--- config.mk ---
export PLATFORM = sky130hd
export DESIGN_NAME = dmem_arbiter
export DESIGN_NICKNAME = d
export VERILOG_FILES = /design/src/rtl/dmem_arbiter.sv
export SDC_FILE = /design/constraint.sdc
export NUM_CORES = 1
export LEC_CHECK = 0
export CAP_MARGIN = 10
export CORE_MARGIN = 2
export CORE_UTILIZATION = 37
export CTS_CLUSTER_DIAMETER = 60
export DETAILED_ROUTE_END_ITERATION = 7
export GPL_TIMING_DRIVEN = 0
export PLACE_DENSITY = 0.8
export REMOVE_ABC_BUFFERS = 1
export SETUP_SLACK_MARGIN = 0.5
export SLEW_MARGIN = 40
export SYNTH_ARGS = -nofsm -noshare
export SYNTH_HDL_FRONTEND = slang
export SYNTH_SLANG_ARGS = --single-unit
--- constraint.sdc ---
create_clock -name clk -period 2 [get_ports clk]
set_input_delay 0.5 -clock clk [delete_from_list [all_inputs] [get_ports clk]]
set_output_delay 0.5 -clock clk [all_outputs]
set_load 0.02 [all_outputs]
--- src/rtl/dmem_arbiter.sv ---
// Data-memory arbiter: the host loader fills memory in LOAD, then cores share the
// main port round-robin in RUN; load responses return through a 2-stage tag pipeline.
module dmem_arbiter #(
  parameter int NCORES = 4,
  parameter int N      = 17
) (
  input  logic                  clk,
  input  logic                  rst,
  input  logic [NCORES-1:0]     req_valid,
  input  logic [NCORES-1:0]     req_we,
  input  logic [NCORES*12-1:0]  req_addr,
  input  logic [NCORES*N-1:0]   req_wdata,
  output logic [NCORES-1:0]     req_ready,
  output logic [NCORES-1:0]     rsp_valid,
  output logic [11:0]           rsp_data,
  input  logic                  host_valid,
  input  logic [11:0]           host_addr,
  input  logic [N-1:0]          host_data,
  output logic                  host_ready,
  input  logic                  start,
  input  logic                  load_req,
  output logic                  busy,
  output logic                  mem_write_en,
  output logic [11:0]           mem_addr,
  output logic [N-1:0]          mem_datain,
  input  logic [11:0]           mem_dataout,
  output logic                  mem_receive_en,
  output logic [11:0]           mem_addr_input,
  output logic [N-1:0]          mem_data_input
);

  localparam int IW = (NCORES > 1) ? $clog2(NCORES) : 1;
  localparam logic [IW-1:0] LAST_RST = IW'(NCORES - 1);

  typedef enum logic [1:0] {
    S_LOAD  = 2'd0,
    S_RUN   = 2'd1,
    S_DRAIN = 2'd2
  } state_t;

  state_t        state_q, state_d;
  logic          grant_en;
  logic          host_rdy;
  logic          gnt_found;
  logic [IW-1:0] gnt_idx;
  logic          accept;
  logic          host_acc;
  logic          sel_we;
  logic [11:0]   sel_addr;
  logic [N-1:0]  sel_wdata;
  logic [IW-1:0] last_q;

  logic          vld_p0_q, vld_p1_q;
  logic [IW-1:0] tag_p0_q, tag_p1_q;

  logic          mem_write_en_q;
  logic [11:0]   mem_addr_q;
  logic [N-1:0]  mem_datain_q;
  logic          mem_receive_en_q;
  logic [11:0]   mem_addr_input_q;
  logic [N-1:0]  mem_data_input_q;

  // Core index reached by stepping 'off' places above 'base', wrapping at NCORES.
  function automatic logic [IW-1:0] rr_index(input logic [IW-1:0] base, input int off);
    int s;
    s = int'(base) + off;
    if (s >= NCORES) s = s - NCORES;
    return s[IW-1:0];
  endfunction

  // FSM: state register
  always_ff @(posedge clk) begin
    if (rst) state_q <= S_LOAD;
    else     state_q <= state_d;
  end

  // FSM: next state (load_req wins over start while running)
  always_comb begin
    state_d = state_q;
    case (state_q)
      S_LOAD:  if (start)    state_d = S_RUN;
      S_RUN:   if (load_req) state_d = S_DRAIN;
      S_DRAIN: if (!busy)    state_d = S_LOAD;
      default:               state_d = S_LOAD;
    endcase
  end

  // FSM: outputs
  always_comb begin
    host_rdy = (state_q == S_LOAD);
    grant_en = (state_q == S_RUN);
  end

  // Round-robin search starting just above the last granted core
  always_comb begin
    gnt_found = 1'b0;
    gnt_idx   = '0;
    for (int off = 1; off <= NCORES; off++) begin
      if (!gnt_found && req_valid[rr_index(last_q, off)]) begin
        gnt_found = 1'b1;
        gnt_idx   = rr_index(last_q, off);
      end
    end
  end

  assign accept   = grant_en & gnt_found;
  assign host_acc = host_rdy & host_valid;

  always_comb begin
    req_ready = '0;
    sel_we    = 1'b0;
    sel_addr  = '0;
    sel_wdata = '0;
    for (int i = 0; i < NCORES; i++) begin
      if (int'(gnt_idx) == i) begin
        req_ready[i] = accept;
        sel_we       = req_we[i];
        sel_addr     = req_addr[i*12 +: 12];
        sel_wdata    = req_wdata[i*N +: N];
      end
    end
  end

  // Stage p0 -> p1: load tag follows the memory's registered read
  always_ff @(posedge clk) begin
    if (rst) begin
      last_q   <= LAST_RST;
      vld_p0_q <= 1'b0;
      vld_p1_q <= 1'b0;
      tag_p0_q <= '0;
      tag_p1_q <= '0;
    end else begin
      if (accept) last_q <= gnt_idx;
      vld_p0_q <= accept & ~sel_we;
      tag_p0_q <= gnt_idx;
      vld_p1_q <= vld_p0_q;
      tag_p1_q <= tag_p0_q;
    end
  end

  // Memory ports; the main address holds between grants
  always_ff @(posedge clk) begin
    if (rst) begin
      mem_write_en_q   <= 1'b0;
      mem_addr_q       <= '0;
      mem_datain_q     <= '0;
      mem_receive_en_q <= 1'b0;
      mem_addr_input_q <= '0;
      mem_data_input_q <= '0;
    end else begin
      mem_write_en_q   <= accept & sel_we;
      if (accept) begin
        mem_addr_q   <= sel_addr;
        mem_datain_q <= sel_wdata;
      end
      mem_receive_en_q <= host_acc;
      if (host_acc) begin
        mem_addr_input_q <= host_addr;
        mem_data_input_q <= host_data;
      end
    end
  end

  always_comb begin
    rsp_valid = '0;
    for (int i = 0; i < NCORES; i++) begin
      rsp_valid[i] = vld_p1_q && (int'(tag_p1_q) == i);
    end
  end

  assign rsp_data       = mem_dataout;
  assign busy           = vld_p0_q | vld_p1_q;
  assign host_ready     = host_rdy;
  assign mem_write_en   = mem_write_en_q;
  assign mem_addr       = mem_addr_q;
  assign mem_datain     = mem_datain_q;
  assign mem_receive_en = mem_receive_en_q;
  assign mem_addr_input = mem_addr_input_q;
  assign mem_data_input = mem_data_input_q;

endmodule

# == Yosys cells after proc, flatten, opt, wreduce, memory -nomap -nowiden ==
# Index checks and enable logic that the tools add are counted.
# word_totals
mem_count,0
latchBits,0
out_inout_bits,82
ram_bits,0
input_bits,170
reg_bits,70
wordCells,99
rom_bits,0
# op_classes
order_cmp,8
n_mul,0
div_mod_pow,0
reduce_logical,14
shift,0
mux,40
bitwise,6
add_sub_neg,8
n_eq_ne,11
# ops
cell,count
2-to-1 mux 17 bit,4
2-to-1 mux 12 bit,4
2-to-1 mux 2 bit,11
2-to-1 mux 1 bit,16
"less-than comparator 2 x 3 -> 1 bit, second input constant",4
"== test 2 bit, second input constant",5
">= comparator 3 bit, second input constant",3
binary-select mux 1 bit (select 2 bit),4
"subtractor 2 x 1 -> 2 bit, second input constant",4
logical AND 1 bit,7
"adder 2 x 2 -> 3 bit, second input constant",2
"== test 2 x 1 -> 1 bit, second input constant",3
zero test 2 bit,3
"inequality test 2 bit, second input constant",3
case mux 2 bit (3 select lines),1
"adder 2 x 3 -> 4 bit, second input constant",1
bitwise AND 1 bit,4
">= comparator 4 x 3 -> 1 bit, second input constant",1
"adder 2 x 1 -> 3 bit, second input constant",1
zero test 1 bit,3
AND reduction 3 bit,1
inverter 1 bit,1
OR 1 bit,1

# == Longest topological paths before layout ==
# Gate-level depths: netlist (run 1).
# depth
word_depth,22
depth_mapped,7

# == Least setup slack after synthesis (run 1) ==
# OpenSTA, ideal clock, no wires.
# synth_timing
path_type,input to output
from,input req_valid[2]
to,output req_ready[1]
path_stages,6
n_path_buf,2
arrival_time_ns,1.750
slack_ns,-0.250
t_required_ns,1.500
path_cell_list,nand2b_1 > o22a_1 > o21a_1 > buf_2 > buf_2 > nor3_1
# synth_between
elab_chain_cells,14
word_cells_on_any_way,25
cone_classes,eq/ne: 1; mux: 17; bitwise: 1; reduce/logical: 6
# synth_rtl
item,line,text
from (decl),9,"input logic [NCORES-1:0] req_valid,"
binary-select mux 1 bit (select 2 bit),99,"if (!gnt_found && req_valid[rr_index(last_q, off)]) begin"
2-to-1 mux 1 bit (not written as such),99,
2-to-1 mux 1 bit,99,
zero test 1 bit,99,
logical AND 1 bit,99,
2-to-1 mux 1 bit,99,
zero test 1 bit,99,
logical AND 1 bit,99,
2-to-1 mux 1 bit,99,
zero test 1 bit,99,
logical AND 1 bit,99,
2-to-1 mux 2 bit / 2-to-1 mux 1 bit (equally long branches),99,
== test 2 bit / bitwise AND 1 bit (equally long branches),"115, 106",
2-to-1 mux 1 bit (*),115,if (int'(gnt_idx) == i) begin
to (decl),13,"output logic [NCORES-1:0] req_ready,"
# Mark *: on every way between the ends. The rest lies on a longest branch, timed or not. The select of a mux whose other input is x is not followed.

# == Worst setup path in the final report (run 1) ==
# layout_timing
from,input req_valid[0]
to,output req_ready[3]
# layout_between
elab_chain_cells,14
word_cells_on_any_way,25
cone_classes,eq/ne: 1; mux: 17; bitwise: 1; reduce/logical: 6
# layout_rtl
item,line
binary-select mux 1 bit (select 2 bit),99
2-to-1 mux 1 bit (not written as such),99
2-to-1 mux 1 bit,99
zero test 1 bit,99
logical AND 1 bit,99
2-to-1 mux 1 bit,99
zero test 1 bit,99
logical AND 1 bit,99
2-to-1 mux 1 bit,99
zero test 1 bit,99
logical AND 1 bit,99
2-to-1 mux 2 bit / 2-to-1 mux 1 bit (equally long branches),99
== test 2 x 1 -> 1 bit / bitwise AND 1 bit (equally long branches),"115, 106"
2-to-1 mux 1 bit (*),115
# Marked as above.

==> results of run 1 <==
## per-stage QoR
| step | hold WS, ns | power, mW | util [%] | setup TNS, ns |
|---|---|---|---|---|
| floorplan | 0.414 | 2.14 | - | -44.42 |
| global placement | 0.422 | 2.79 | 59.0 | -165.00 |
| detailed placement | 0.424 | 2.88 | 61.0 | -28.61 |
| CTS | 0.446 | 4.41 | 70.5 | -0.714 |
| global route | 0.476 | 4.67 | 72.3 | -1.12 |
| finish | 0.459 | 4.50 | 72.3 | -0.893 |
## report_power, final
| group | leakage, nW | total [mW] | internal, mW | switching [mW] |
|---|---|---|---|---|
| Combinational | 2.17 | 1.63 | 0.868 | 0.764 |
| Sequential | 0.576 | 1.56 | 1.50 | 0.0623 |
| Clock | 0.113 | 1.31 | 0.740 | 0.570 |
## worst max-delay path: stages
cell and delay, ns:
buf_12 0.11, o211ai_1 0.29, o21ai_4 0.11, buf_6 0.14, nor3_4 0.28, and2_4 0.21
buf_6 0.11
## synthesized netlist by cell type (all sizes together) (3+ instances only)
cell type,instances
nand2,91
nor2,8
dfxtp,70
o211ai,30
buf,27
nor2b,3
a21oi,31
clkbuf,27
and2,3
nor4b,58
mux2i,62
nor3,8
o21ai,3
## state kept, by name, indices dropped and copies added (netlist names)
register and flops:
mem_data_input 17, mem_addr_input 12, vld_p1_q 1, tag_p1_q 2, vld_p0_q 1, mem_write_en 1
tag_p0_q 2, mem_receive_en 1, state_q 2, mem_datain 17, mem_addr 12, last_q 2
## layer usage
| layer | global-route usage, % | vias to the layer above | part of all wire, % |
|---|---|---|---|
| met1 | 27.1 | 2070 | 40 |
| met4 | 12.1 | 0 | 3.0 |
| met2 | 45.3 | 213 | 49 |
| met5 | 0 | - | 0 |
| met3 | 7.48 | 38 | 8.1 |
| li1 | - | 2057 | - |
## logic make-up (layout without fill, tap and decap cells)
family | count (synthesis) | count (layout) | synth area share (%)
simple gates | 183 | 184 | 27.3
compound gates | 72 | 72 | 12.8
flops | 70 | 70 | 36.5
mux | 62 | 62 | 16.2
buf+inv | 56 | 289 | 7.29
## final cells by class
type / count / area, sq um
Timing Repair Buffer: 271 / 2820
Tap cell: 136 / 170
Clock buffer: 11 / 141
Multi-Input combinational cell: 318 / 2720
Sequential cell: 70 / 1420
Clock inverter: 5 / 82.6
Fill cell: 728 / 2820
Inverter: 2 / 7.51
## worst paths after layout
| path | startpoint | endpoint | slack, ns |
|---|---|---|---|
| hold reg to reg | mem_data_input[3] | mem_data_input[3] | 0.46 |
| setup reg to reg | state_q[1] | mem_datain[7] | 0.14 |
| hold / removal | mem_data_input[3] | mem_data_input[3] | 0.46 |
| setup / recovery | req_valid[0] | req_ready[3] | -0.26 |
## repair_timing
action,CTS,global route
cloned,4,1
pin swaps,15,8
gates resized for setup,336,75
setup endpoints to repair,106,69
setup buffers,21,8
==> impl_metrics.csv, run 1 <==
group,metric,value,unit
floorplan,die_h,106,microns
global_routing,grt_pass1_vias,4407,
outcome,violations,"setup timing",
outcome,status,"finished, violations left",
worst_setup_path,startpoint_type,"input port",
floorplan,die-area,0.0112,sq mm
timing,period_needed,2.26,ns
placed_design,gp_congestion,0.746,
timing,finClkSkew,0.0115,ns
timing,setup_slack,-0.262,ns
routing,wirelength,15.1,mm
cts,cts_tree,"built",
routing,wire_per_inst,18.5,microns
cts,clock_tree.root_cell,"clkbuf_8",
logic_synthesis,ys.flop_type,"dfxtp_1",
floorplan,core_area,0.0102,sq mm
worst_setup_path,crit_path_end_kind,"primary output",
timing,setup_violations,4,
timing,tightest_slew,0.597,ns
timing,fmaxAchievable,442,MHz
worst_setup_path,crit_required,1.50,ns
power_and_ir_drop,powerDensity,611,mW/mm^2
floorplan,rows,37,
logic_synthesis,yosys_warnings,0,
logic_synthesis,synth.top_cell.area_share,36.5,%
logic_synthesis,netlist.top_cell.by_area,"dfxtp_1",
layout,diodes,0,
routing,dr.pass1.iters,4,
routing,drt-initial-drc-count,186,
layout,finalInstanceArea,0.00737,sq mm
logic_synthesis,ys_seq_area_share,36.5,%
logic_synthesis,syn_area,0.00384,sq mm
global_routing,grt_util_all_layers,25.3,%
global_routing,grt_pass1_wl,22.2,mm
placed_design,dp.cells,763,
timing,maxSlewViolCount,0,
floorplan,ios,252,
worst_setup_path,path_class,"in2out",
global_routing,overflow,0,
power_and_ir_drop,leakage,2.86,nW
timing,hold_violations,0,
logic_synthesis,postSynthCellCount,443,
run,cap_violations,0,
layout,num-nets-final,842,
layout,finalNonFillerCells,813,
logic_synthesis,async_flop_share,0,%
floorplan,die_x,106,microns
worst_setup_path,crit_fanout,5,
routing,vias,4378,
placed_design,dp_slack,-1.42,ns
logic_synthesis,syn_area_per_cell,8.67,sq um
cts,cts_sinks,70,
floorplan,start_util,37.7,%
timing,final.period_utilization,113,%
routing,drcViolationCount,0,
worst_hold_path,min_path_type,"reg2reg",
logic_synthesis,synth_enable_flop_cells,0,
logic_synthesis,synth_cell_type_count,36,
routing,antenna_left,0,
power_and_ir_drop,peakVddDrop,280,uV
layout,drive_gt1_share,31.0,%
placed_design,hpwl,9.58,mm
cts,ctsHoldBuffers,0,
logic_synthesis,ys_ff_latch,70,
timing,rsz0062_at_grt,"yes",
cts,cts_max_path_buffers,2,
placed_design,placed_area,0.00621,sq mm
worst_setup_path,critPathArrivalTime,1.76,ns
cts,cts_buffers,9,
global_routing,grt_antenna_before_repair,0,
layout,layout_common_cells,"clkdlybuf4s50_1 (152), nand2_1 (89), dfxtp_1 (63), mux2i_1 (57), clkdlybuf4s15_2 (32)",
global_routing,grt_max_degree,62,
cts,clk_latency,0.35,ns
logic_synthesis,synthTopCellsByArea,"dfxtp_1 (36%), mux2i_1 (16%), nor4b_1 (13%)",
layout,area_delta_synth_final,91.7,%
routing,routed_via_density,5.38,
worst_setup_path,reg2regPathDepth,6,
worst_hold_path,hold_depth,2,
cts,htreeDepth,3,
layout,final_common_cell,"clkdlybuf4s50_1",
timing,maxSlewHeadroom,60.2,%
cts,clk_pin_slew,0.08,ns
placed_design,io_buffers,227,
(Power assumes the default switching activity.)
==> run 2, diff against run 1 <==
--- a/config.mk
+++ b/config.mk
@@ -10,10 +10,12 @@
 export CORE_UTILIZATION = 37
 export CTS_CLUSTER_DIAMETER = 60
 export DETAILED_ROUTE_END_ITERATION = 7
+export GPL_ROUTABILITY_DRIVEN = 0
 export GPL_TIMING_DRIVEN = 0
 export PLACE_DENSITY = 0.8
 export REMOVE_ABC_BUFFERS = 1
 export SETUP_SLACK_MARGIN = 0.5
+export SKIP_CTS_REPAIR_TIMING = 1
 export SLEW_MARGIN = 40
 export SYNTH_ARGS = -nofsm -noshare
 export SYNTH_HDL_FRONTEND = slang
==> impl_metrics.csv, run 2 (same netlist as run 1, synthesis figures left out) <==
group,metric,value,unit
floorplan,rows,37,
timing,tns,-0.778,ns
routing,wirelength,14.1,mm
cts,cts_buffers,9,
power_and_ir_drop,leakage,3.60,nW
floorplan,ios,252,
worst_setup_path,critPathArrivalTime,1.71,ns
worst_setup_path,crit_required,1.50,ns
timing,fmaxAchievable,453,MHz
layout,finalInstanceArea,0.00706,sq mm
layout,final_util,69.3,%
cts,cts_sinks,70,
floorplan,die-area,0.0112,sq mm
layout,num-nets-final,839,
routing,routed_via_density,5.37,
timing,setup_slack,-0.209,ns
timing,rsz0062_at_grt,"yes",
layout,drive_gt1_share,17.4,%
layout,layout_common_cells,"clkdlybuf4s50_1 (152), nand2_1 (89), dfxtp_1 (63), mux2i_1 (60), dlymetal6s2s_1 (60)",
timing,period_needed,2.21,ns
layout,multiInputGateArea,0.00238,sq mm
run,cap_violations,0,
floorplan,core_area,0.0102,sq mm
cts,cts_tree,"built",
timing,tightest_slew,0.531,ns
power_and_ir_drop,p_total,4.32,mW
global_routing,grt_antenna_before_repair,0,
timing,whs,0.449,ns
timing,setup_violations,5,
outcome,status,"finished, violations left",
cts,clk_pin_slew,0.07,ns
routing,drcViolationCount,0,
worst_setup_path,crit_fanout,6,
timing,finClkSkew,0.0135,ns
worst_setup_path,startpoint_type,"flop",
layout,area_delta_synth_final,83.7,%
timing,hold_violations,0,
layout,seqCellArea,0.00142,sq mm
worst_hold_path,min_path_type,"reg2reg",
layout,diodes,0,
cts,htreeDepth,3,
floorplan,die_x,106,microns
layout,fill_cells,775,
routing,antenna_left,0,
global_routing,overflow,0,
cts,cts_max_path_buffers,2,
routing,wire_per_inst,17.4,microns
routing,drt-initial-drc-count,213,
floorplan,start_util,37.7,%
floorplan,die_h,106,microns
global_routing,grt_util_all_layers,22.2,%
global_routing,grt_max_degree,62,
timing,maxSlewViolCount,0,
routing,dr.pass1.iters,4,
global_routing,grt_pass1_wl,19.9,mm
cts,clk_latency,0.35,ns
outcome,violations,"setup timing",
cts,clock_tree.root_cell,"clkbuf_8",
worst_setup_path,path_class,"reg2out",
power_and_ir_drop,peakVddDrop,391,uV
worst_setup_path,crit_path_end_kind,"primary output",
timing,final.period_utilization,110,%
power_and_ir_drop,powerDensity,612,mW/mm^2
global_routing,grt_pass1_vias,4110,
placed_design,placed_area,0.00621,sq mm
placed_design,hpwl,9.58,mm
timing,maxSlewHeadroom,64.5,%
placed_design,io_buffers,227,
routing,vias,4352,
layout,final_common_cell,"clkdlybuf4s50_1",
==> run 2: metrics by stage <==
| step | setup slack (ns) | std cells |
|---|---|---|
| 6_report | -0.209 | 810 |
| 5_1_grt | -0.294 | 810 |
| 4_1_cts | -1.41 | 779 |
| 3_5_place_dp | -1.42 | 763 |
| 3_3_place_gp | -3.41 | 752 |
| 2_1_floorplan | -1.64 | 389 |
==> run 2: metal layers <==
layer,track usage (%),share of wire [%]
met1,24.4,39
met5,0,0
met4,9.68,2.5
met3,6.74,8.4
met2,39.6,50
==> run 2: area by class of cell <==
type	instances	share of cell area, %
Multi-Input combinational cell	317	33.7
Clock buffer	11	2.00
Clock inverter	5	1.17
Tap cell	136	2.41
Sequential cell	70	20.1
Inverter	2	0.106
Timing Repair Buffer	269	40.5
==> run 2: worst paths after layout <==
check | start | to | slack [ns] | cells past startpoint
worst max-delay path | last_q[1] | req_ready[3] | -0.21 | 7
worst min-delay path | tag_p0_q[0] | tag_p1_q[0] | 0.45 | 1
worst min register to register | tag_p0_q[0] | tag_p1_q[0] | 0.45 | 1
worst max register to register | state_q[1] | mem_datain[7] | 0 | 7
==> run 2: worst max-delay path, stage by stage (launching register included) <==
cell	delay [ns]
dfxtp_4	0.37
buf_4	0.15
o22a_4	0.26
o21a_4	0.13
buf_12	0.13
nor2_4	0.08
and2_4	0.14
buf_6	0.11
==> run 2: where the power goes <==
part	internal, mW	total (mW)	switching (mW)	leakage [nW]
clock network	0.739	1.29	0.555	0.113
logic	0.796	1.47	0.670	2.91
registers	1.50	1.56	0.0597	0.576
